==> src/rtl/multicycle_controller.sv <==
// Multicycle control FSM for the 16-bit datapath: fetch, decode, execute, memory, writeback.
// Outputs are registered and decoded from the next state, so each one is glitch-free for its whole state.
module multicycle_controller #(
    parameter int WIDTH = 16
) (
    input  logic               clk,
    input  logic               reset,
    input  logic [WIDTH/4-1:0] opCode,
    input  logic [WIDTH/4-1:0] opCodeExt,
    input  logic               condTrue,
    output logic               instrRegEn,
    output logic               regFileEn,
    output logic               memDataRegEn,
    output logic               muxMemAdr,
    output logic               outRegEn,
    output logic               codesComputed,
    output logic               muxBin,
    output logic               muxPc,
    output logic               shiftOp,
    output logic [1:0]         muxExtImm,
    output logic [1:0]         muxAin,
    output logic [1:0]         muxToRegFile,
    output logic [1:0]         muxShiftAmount,
    output logic [1:0]         muxShiftShifter,
    output logic [1:0]         muxOut,
    output logic [1:0]         pcEn,
    output logic [4:0]         aluOp,
    output logic               memWrite,
    output logic [3:0]         state
);

    typedef enum logic [3:0] {
        FETCH  = 4'd0,  LATCH  = 4'd1,  DECODE = 4'd2,  ALU_EX = 4'd3,
        WB     = 4'd4,  LD_ADR = 4'd5,  LD_CAP = 4'd6,  LD_WB  = 4'd7,
        ST     = 4'd8,  J_CHK  = 4'd9,  J_EX   = 4'd10, J_TAKE = 4'd11,
        LINK   = 4'd12, B_CHK  = 4'd13, B_EX   = 4'd14
    } state_e;

    typedef enum logic [3:0] {
        K_NOP, K_ALU_R, K_ALU_I, K_SHIFT, K_LUI,
        K_LOAD, K_STOR, K_JCOND, K_JAL, K_BCOND
    } kind_e;

    localparam logic [4:0] ALU_ADD = 5'd0, ALU_SUB = 5'd1, ALU_AND = 5'd2, ALU_OR = 5'd3,
                           ALU_XOR = 5'd4, ALU_CMP = 5'd5, ALU_MOV = 5'd6;

    typedef struct packed {
        logic       instrRegEn;
        logic       regFileEn;
        logic       memDataRegEn;
        logic       muxMemAdr;
        logic       outRegEn;
        logic       codesComputed;
        logic       muxBin;
        logic       muxPc;
        logic       shiftOp;
        logic       memWrite;
        logic [1:0] muxExtImm;
        logic [1:0] muxAin;
        logic [1:0] muxToRegFile;
        logic [1:0] muxShiftAmount;
        logic [1:0] muxShiftShifter;
        logic [1:0] muxOut;
        logic [1:0] pcEn;
        logic [4:0] aluOp;
    } ctrl_t;

    // R-type ext codes and immediate opcodes share one ALU code space
    function automatic logic is_alu(input logic [3:0] c);
        case (c)
            4'b0101, 4'b1001, 4'b1011, 4'b0001, 4'b0010, 4'b0011, 4'b1101: return 1'b1;
            default: return 1'b0;
        endcase
    endfunction

    function automatic logic [4:0] alu_of(input logic [3:0] c);
        case (c)
            4'b1001: return ALU_SUB;
            4'b1011: return ALU_CMP;
            4'b0001: return ALU_AND;
            4'b0010: return ALU_OR;
            4'b0011: return ALU_XOR;
            4'b1101: return ALU_MOV;
            default: return ALU_ADD;
        endcase
    endfunction

    function automatic kind_e kind_of(input logic [3:0] op, input logic [3:0] ext);
        kind_e k;
        k = K_NOP;
        case (op)
            4'b0000: k = is_alu(ext) ? K_ALU_R : K_NOP;
            4'b1000: k = (ext[3:2] == 2'b00 || ext == 4'b0100 || ext == 4'b0110) ? K_SHIFT : K_NOP;
            4'b1111: k = K_LUI;
            4'b1100: k = K_BCOND;
            4'b0100: begin
                case (ext)
                    4'b0000: k = K_LOAD;
                    4'b0100: k = K_STOR;
                    4'b1100: k = K_JCOND;
                    4'b1000: k = K_JAL;
                    default: k = K_NOP;
                endcase
            end
            default: k = is_alu(op) ? K_ALU_I : K_NOP;
        endcase
        return k;
    endfunction

    function automatic ctrl_t ctrl_of(input state_e s, input logic [3:0] op, input logic [3:0] ext);
        ctrl_t      c;
        kind_e      k;
        logic [3:0] code;
        c    = '0;
        k    = kind_of(op, ext);
        code = (k == K_ALU_R) ? ext : op;
        case (s)
            LATCH:  c.instrRegEn = 1'b1;
            DECODE: c.pcEn = 2'b11;
            ALU_EX: begin
                c.muxAin   = 2'b01;
                c.outRegEn = 1'b1;
                case (k)
                    K_ALU_R, K_ALU_I: begin
                        c.aluOp         = alu_of(code);
                        c.muxOut        = 2'b01;
                        c.muxBin        = (k == K_ALU_I);
                        c.codesComputed = (code == 4'b0101 || code == 4'b1001 || code == 4'b1011);
                        if (k == K_ALU_I && (code == 4'b0001 || code == 4'b0010 || code == 4'b0011))
                            c.muxExtImm = 2'b10;
                    end
                    K_SHIFT: begin
                        // ext bit 1 separates arithmetic from logical in both register and immediate forms
                        c.shiftOp = ext[1];
                        if (ext[3:2] == 2'b00) begin
                            c.muxShiftAmount = 2'b01;
                            c.muxExtImm      = 2'b01;
                        end
                    end
                    K_LUI: begin
                        c.muxExtImm       = 2'b10;
                        c.muxShiftShifter = 2'b01;
                        c.muxShiftAmount  = 2'b10;
                    end
                    default: ;
                endcase
            end
            WB: begin
                c.muxToRegFile = 2'b01;
                c.regFileEn    = 1'b1;
            end
            LD_ADR: c.muxMemAdr = 1'b1;
            LD_CAP: begin
                c.muxMemAdr    = 1'b1;
                c.memDataRegEn = 1'b1;
            end
            LD_WB: c.regFileEn = 1'b1;
            ST: begin
                c.muxMemAdr = 1'b1;
                c.memWrite  = 1'b1;
            end
            J_EX: begin
                c.muxAin   = 2'b11;
                c.muxOut   = 2'b01;
                c.outRegEn = 1'b1;
            end
            J_TAKE: begin
                c.pcEn  = 2'b10;
                c.muxPc = 1'b1;
            end
            LINK: begin
                c.muxToRegFile = 2'b10;
                c.regFileEn    = 1'b1;
            end
            B_EX: begin
                c.muxBin   = 1'b1;
                c.muxOut   = 2'b01;
                c.outRegEn = 1'b1;
            end
            default: ;
        endcase
        return c;
    endfunction

    state_e     state_q, state_d;
    logic [3:0] op_q, op_d, ext_q, ext_d;
    ctrl_t      ctrl_q, ctrl_d;
    kind_e      kind_q;

    always_comb begin
        op_d  = op_q;
        ext_d = ext_q;
        if (state_q == DECODE) begin
            op_d  = opCode;
            ext_d = opCodeExt;
        end
    end

    assign kind_q = kind_of(op_q, ext_q);

    always_comb begin
        state_d = FETCH;
        case (state_q)
            FETCH:  state_d = LATCH;
            LATCH:  state_d = DECODE;
            DECODE: begin
                case (kind_of(opCode, opCodeExt))
                    K_ALU_R, K_ALU_I, K_SHIFT, K_LUI: state_d = ALU_EX;
                    K_LOAD:           state_d = LD_ADR;
                    K_STOR:           state_d = ST;
                    K_JCOND, K_JAL:   state_d = J_CHK;
                    K_BCOND:          state_d = B_CHK;
                    default:          state_d = FETCH;
                endcase
            end
            ALU_EX: begin
                if ((kind_q == K_ALU_R && ext_q == 4'b1011) || (kind_q == K_ALU_I && op_q == 4'b1011))
                    state_d = FETCH;
                else
                    state_d = WB;
            end
            LD_ADR: state_d = LD_CAP;
            LD_CAP: state_d = LD_WB;
            // JAL is unconditional; the condition field holds its destination register
            J_CHK:  state_d = (kind_q == K_JAL || condTrue) ? J_EX : FETCH;
            J_EX:   state_d = (kind_q == K_JAL) ? LINK : J_TAKE;
            LINK:   state_d = J_TAKE;
            B_CHK:  state_d = condTrue ? B_EX : FETCH;
            B_EX:   state_d = J_TAKE;
            default: state_d = FETCH;
        endcase
    end

    assign ctrl_d = ctrl_of(state_d, op_d, ext_d);

    always_ff @(posedge clk) begin
        if (reset) begin
            state_q <= FETCH;
            op_q    <= '0;
            ext_q   <= '0;
            ctrl_q  <= '0;
        end else begin
            state_q <= state_d;
            op_q    <= op_d;
            ext_q   <= ext_d;
            ctrl_q  <= ctrl_d;
        end
    end

    assign instrRegEn      = ctrl_q.instrRegEn;
    assign regFileEn       = ctrl_q.regFileEn;
    assign memDataRegEn    = ctrl_q.memDataRegEn;
    assign muxMemAdr       = ctrl_q.muxMemAdr;
    assign outRegEn        = ctrl_q.outRegEn;
    assign codesComputed   = ctrl_q.codesComputed;
    assign muxBin          = ctrl_q.muxBin;
    assign muxPc           = ctrl_q.muxPc;
    assign shiftOp         = ctrl_q.shiftOp;
    assign memWrite        = ctrl_q.memWrite;
    assign muxExtImm       = ctrl_q.muxExtImm;
    assign muxAin          = ctrl_q.muxAin;
    assign muxToRegFile    = ctrl_q.muxToRegFile;
    assign muxShiftAmount  = ctrl_q.muxShiftAmount;
    assign muxShiftShifter = ctrl_q.muxShiftShifter;
    assign muxOut          = ctrl_q.muxOut;
    assign pcEn            = ctrl_q.pcEn;
    assign aluOp           = ctrl_q.aluOp;
    assign state           = state_q;

endmodule

==> config.mk <==
export PLATFORM = sky130hd
export DESIGN_NAME = multicycle_controller
export DESIGN_NICKNAME = d
export VERILOG_FILES = /design/src/rtl/multicycle_controller.sv
export SDC_FILE = /design/constraint.sdc
export NUM_CORES = 1
export LEC_CHECK = 0
export BUFFER_PORTS_ARGS = -buffer_cell sky130_fd_sc_hd__buf_2
export CAP_MARGIN = 20
export CORE_ASPECT_RATIO = 1.75
export CORE_MARGIN = 3
export CORE_UTILIZATION = 46
export CTS_BUF_LIST = sky130_fd_sc_hd__clkbuf_16
export DETAILED_ROUTE_END_ITERATION = 6
export PLACE_DENSITY = 0.69
export REMOVE_ABC_BUFFERS = 1
export SLEW_MARGIN = 10
export SYNTH_ARGS = -nofsm -noshare
export SYNTH_HDL_FRONTEND = slang
export SYNTH_SLANG_ARGS = --single-unit
==> constraint.sdc <==
create_clock -name clk -period 3.4 [get_ports clk]
set_input_delay 0.51 -clock clk [delete_from_list [all_inputs] [get_ports clk]]
set_output_delay 0.51 -clock clk [all_outputs]
set_load 0.005 [all_outputs]
# Word level (Yosys, flattened, before mapping)
# Memories as Yosys holds them, arrays and structs flattened.
# Index checks and enable logic that the tools add are counted.
[totals]
in_bits = 11
elab_cells = 228
n_memories = 1
rom_bits = 64
register_bits = 41
output_inout_bits = 33
[memory_table]
columns = ["name", "words", "width", "rd", "rd_clocked_by_memory_dff", "write_ports", "line", "source"]
rows = [
  ["(no name shown)", 16, 4, 1, 0, 0, "207", "case (kind_of(opCode, opCodeExt))"],
]
[classes]
mux = 58
n_eq_ne = 102
bitwise_logic = 3
n_reduce_logical = 43
[ops]
columns = ["cell", "count"]
rows = [
  ["$eq A4 B4 Y1 const B", 47],
  ["$eq A4 B3 Y1 const B", 23],
  ["$eq A4 B2 Y1 const B", 21],
  ["$pmux W4 S5", 3],
  ["$pmux W4 S4", 3],
  ["$eq A4 B1 Y1 const B", 11],
  ["$reduce_or A7 Y1", 6],
  ["$pmux W4 S10", 1],
  ["$logic_not A4 Y1", 7],
  ["$mux W1", 28],
  ["$mux W4", 6],
  ["$pmux W2 S2", 5],
  ["$pmux W3 S6", 1],
  ["$reduce_or A3 Y1", 5],
  ["$reduce_or A5 Y1", 3],
  ["$mux W2", 7],
  ["$logic_or A1 B1 Y1", 12],
  ["$reduce_or A2 Y1", 4],
  ["$logic_not A2 Y1", 3],
  ["$mux W3", 2],
  ["$pmux W2 S3", 1],
  ["$logic_and A1 B1 Y1", 3],
  ["$not A1 Y1", 3],
  ["$pmux W1 S2", 1],
]

# Depth between registers and ports, before layout
[depth]
ltp_word = 16
mapped_depth = 9
depth_no_buf = 7

# Worst setup path before layout
# No wires, ideal clock.
[synth_timing]
path_kind = "input to register"
from = "in opCode[3]"
to = "reg ctrl_q (netlist bit aluOp[0])"
t_arrival_ns = 2.300
path_buffers = 1
slack_ns = 1.026
path_stages = 8
setup_time_ns = 0.074
required_ns = 3.326
cell_sequence = "buf_2 o21ba_1 o41ai_1 and3_1 a211o_1 a211o_1 or3b_4 nor3_2"
[synth_via]
elab_chain_cells = 13
word_cells_on_any_way = 54
classes_between = "eq/ne: 31; mux: 14; bitwise: 2; reduce/logical: 6; memory: 1"
[synth_lines]
columns = ["element", "line", "source"]
rows = [
  ["start: declaration", "8", "input logic [WIDTH/4-1:0] opCode,"],
  ["$eq A4 B3 Y1, or another cell as far along", "70", "case (c)"],
  ["$reduce_or A7 Y1", "70", ""],
  ["$mux W1", "70", ""],
  ["$mux W1", "91", "case (op)"],
  ["$mux W1", "203", "case (state_q)"],
  ["$mux W2", "105", "default: k = is_alu(op) ? K_ALU_I : K_NOP;"],
  ["$pmux W4 S5", "91", ""],
  ["$mux W4", "203", ""],
  ["$mem_v2 Z16 W4", "n/a", ""],
  ["$pmux W4 S10", "203", ""],
  ["$eq A4 B2 Y1", "117", "case (s)"],
  ["$not A1 Y1 (no line)", "n/a", ""],
  ["$reduce_or A3 Y1 (no line)", "n/a", ""],
  ["end signal: assignment", "246", "ctrl_q <= ctrl_d;"],
  ["end: declaration", "187", "ctrl_t ctrl_q, ctrl_d;"],
]
# Parallel ways exist; a longest one is shown, timed or not. The select of a mux whose other input is x is not followed.
# A chain may end at the register's enable or synchronous reset.

# Worst setup path after layout
[layout_timing]
from = "reg state_q[3], in the netlist state[3]"
to = "reg ctrl_q (netlist bit aluOp[0])"
[layout_via]
elab_chain_cells = 12
word_cells_on_any_way = 68
classes_between = "eq/ne: 41; mux: 14; bitwise: 2; reduce/logical: 11"
[layout_lines]
columns = ["element", "line", "source"]
rows = [
  ["start: declaration", "185", "state_e state_q, state_d;"],
  ["start signal: assignment", "243", "state_q <= state_d;"],
  ["$eq A4 B2 Y1", "193, 203", ""],
  ["$mux W4", "193", "if (state_q == DECODE) begin"],
  ["$eq A4 B3 Y1, or another cell as far along", "70", ""],
  ["$reduce_or A7 Y1", "70", ""],
  ["$mux W1", "70", ""],
  ["$mux W1", "91", ""],
  ["$mux W1 / $mux W2 (equally long branches)", "92, 105", ""],
  ["$pmux W4 S5", "91", ""],
  ["$eq A4 B1 Y1 / $eq A4 B2 Y1 (equally long branches)", "116, 123", ""],
  ["$mux W4 / $reduce_or A2 Y1 (equally long branches)", "116, 123", ""],
  ["$eq A4 B4 Y1, or another cell as far along", "77", "case (c)"],
  ["$pmux W3 S6 / $reduce_or A3 Y1 (equally long branches)", "n/a", ""],
]
# Parallel ways exist; a longest one is shown, timed or not. The select of a mux whose other input is x is not followed.

==> results by group <==
Outcome
  • Status: complete, no violations

Timing
  • Max Transition Viols Final: 0
  • Setup_tns: 0 ns
  • F_max: 383.6 MHz
  • Slew Limit Headroom: 0.6231
  • Crit path time final: 2.607 ns
  • Hold WS: 0.5259 ns
  • RSZ-0062 raised after global routing: false
  • Final setup viols: 0
  • Final period utilization: 0.7666
  • Hold Vio Cnt, Final: 0
  • Clock Skews: 0.003918 ns
  • Actual slew at the worst max-slew pin: 0.5641 ns

Power
  • Max VDD drop: 0.4209 mV
  • PwrDens: 469.2 nW/um2
  • Leakage: 0.0009662 uW

Placed design
  • PortBufs: 39
  • Post-DP HPWL: 3646 um
  • RePlAce Congestion: 0.8645

Floorplanning
  • Top-Level Pins: 44
  • Die width: 55.96 um
  • Full die area: 5228 um2
  • Initial cell density of the core: 0.4797
  • Die height: 93.43 um
  • Core ar.: 4189 um2
  • Row cnt: 31

Worst setup path
  • CP Launch Type: register
  • Worst Path Arrival: 2.81 ns
  • Nature of the critical path endpoint: register
  • Critical path required time: 3.61 ns
  • CP max FO: 12
  • CP Class: reg -> reg

Synth
  • Yosys top cell area share: 0.3587
  • Cell area after synthesis: 2009 um2
  • Syn_area_per_cell: 7.974 um2
  • Post-synthesis register bit count: 36
  • Post-synth EDFFs: 0
  • Top cells by count, synth: 36 x dfxtp_1, 28 x nand2_1, 24 x a21oi_1
  • Most frequent cell after synthesis: dfxtp_1
  • Count of cell types in the netlist: 53
  • Synth top area cells: dfxtp_1 36%, a21oi_1 6.0%, nand2_1 5.2%
  • Main synth FF type: dfxtp_1
  • Post-Syn Instances: 252
  • Sequential-to-total area share from yosys stat: 0.3587
  • Post-synth top area cell: dfxtp_1
  • FFs w/ async S/R, synth: 0
  • Yosys warns: 0

Route
  • Via Count: 1877
  • Antenna viol nets, final: 0
  • Drt total wl: 4876 um
  • Initial drt markers: 56
  • Routed WL per cell: 14.78 um
  • Detailed-route vias per instance: 5.688
  • Drc violations: 0
  • Drt pass-1 iters: 4

Clock tree
  • Postcts setup bufs: 0
  • Hold-fix buffers, CTS: 0
  • TritonCTS Buffers: 5
  • Clk_lat worst skew: 0.28 ns
  • Clock root cell: clkbuf_16
  • Gates resized, CTS repair: 0
  • CTS tree: yes
  • H-tree depth: 2
  • Num Clock Sinks: 36
  • Clock transition at the registers of the reported paths: 0.05 ns
  • Clk buf depth: 2

GRT
  • Largest net degree at the start of global routing: 20
  • Initial antenna violation count: 0
  • Vias in the first global route: 1676
  • Total GRT Usage: 0.1853
  • First-pass GRT wire length: 7624 um
  • Total grt overflow: 0

Finish
  • Fin nets: 291
  • Layout cells sized above 1: 0.2206
  • Register Area: 720.7 um2
  • Area Overhead vs Synth: 15.75%
  • Multi-input gate area: 1145 um2
  • Fillers: 426
  • ANT cells: 0

Run
  • Max Cap Viol: 0

Min path
  • Hold Path Class: reg -> reg
## per-layer routing
metal	part of all wire	GRT usage
met1	0.39	0.1857
met2	0.56	0.3604
met3	0.036	0.03867
met4	0.016	0.07327
met5	0	0
## final cells by class
class,instances,area share
clock inverter,3,0.008069
tap,49,0.02636
multi-input combinational,187,0.4922
timing repair buffer,44,0.1001
sequential,36,0.3098
clock buffer,5,0.05379
inverter,6,0.009683
## worst paths after layout
check             startpoint  endpoint  slack [ns]  cells after the start
setup / recovery    state[3]  aluOp[0]        0.79                      8
hold / removal      ext_q[3]  ext_q[3]        0.53                      2
setup reg to reg    state[3]  aluOp[0]        0.79                      8
hold reg to reg     ext_q[3]  ext_q[3]        0.53                      2
## cells in the final DEF, fill, tap and decap left out, types with 4 or more instances in the layout
cell type,synthesis,final
nand3_1,12,12
a31oi_1,4,4
clkbuf_16,0,5
buf_4,5,5
buf_2,13,39
o21ai_0,4,4
nand2_1,28,28
nor3_1,8,8
nand2b_1,4,4
a21oi_1,24,24
inv_1,6,6
nor2b_1,9,9
nor2_1,21,21
a211oi_1,8,8
conb_1,1,4
dfxtp_1,36,36
## state kept, by name (all words and copies together), names as in the netlist, 2 cells and up
signal	count
ext_q	4
muxExtImm	2
muxAin	2
muxToRegFile	2
aluOp	3
pcEn	2
op_q	4
state	4
## cells by family (layout without fill, tap and decap cells)
group                     count (synthesis)  count (layout)  synth area share
AOI/OAI and AO/OA                        68              68            0.2267
other                                     1               4          0.001866
buffers and inverters                    32              58           0.07721
DFF                                      36              36            0.3587
xor gates and xnor gates                  4               4           0.01744
and+or+nand+nor                         109             109            0.3076
muxes                                     2               2           0.01059
## where the power goes
group / total (uW) / internal, uW / switching, uW
clock network: 435 / 269 / 165
logic: 196 / 77.5 / 119
registers: 460 / 439 / 21.5
## worst max-delay path: stages, from the launching register on
cell and delay (ns):
dfxtp_1 0.52, nand2b_1 0.22, nor3_2 0.10, buf_4 0.21, and3_1 0.18, a211o_1 0.34
a211o_1 0.34, or3b_4 0.45, nor3_2 0.17
## metrics by stage
stage | util | worst slack, ns | area, um2 | instances | total power (uW)
after floorplan | - | 0.8878 | 1888 | 229 | 590.9
after global placement | 0.5209 | 0.7285 | 2182 | 322 | 661.5
after detailed placement | 0.5209 | 0.6776 | 2182 | 322 | 663.5
after CTS | 0.5553 | 0.8199 | 2326 | 330 | 1098
after global routing | 0.5553 | 0.6964 | 2326 | 330 | 1141
final | 0.5553 | 0.7934 | 2326 | 330 | 1091
(Power assumes the default switching activity.)
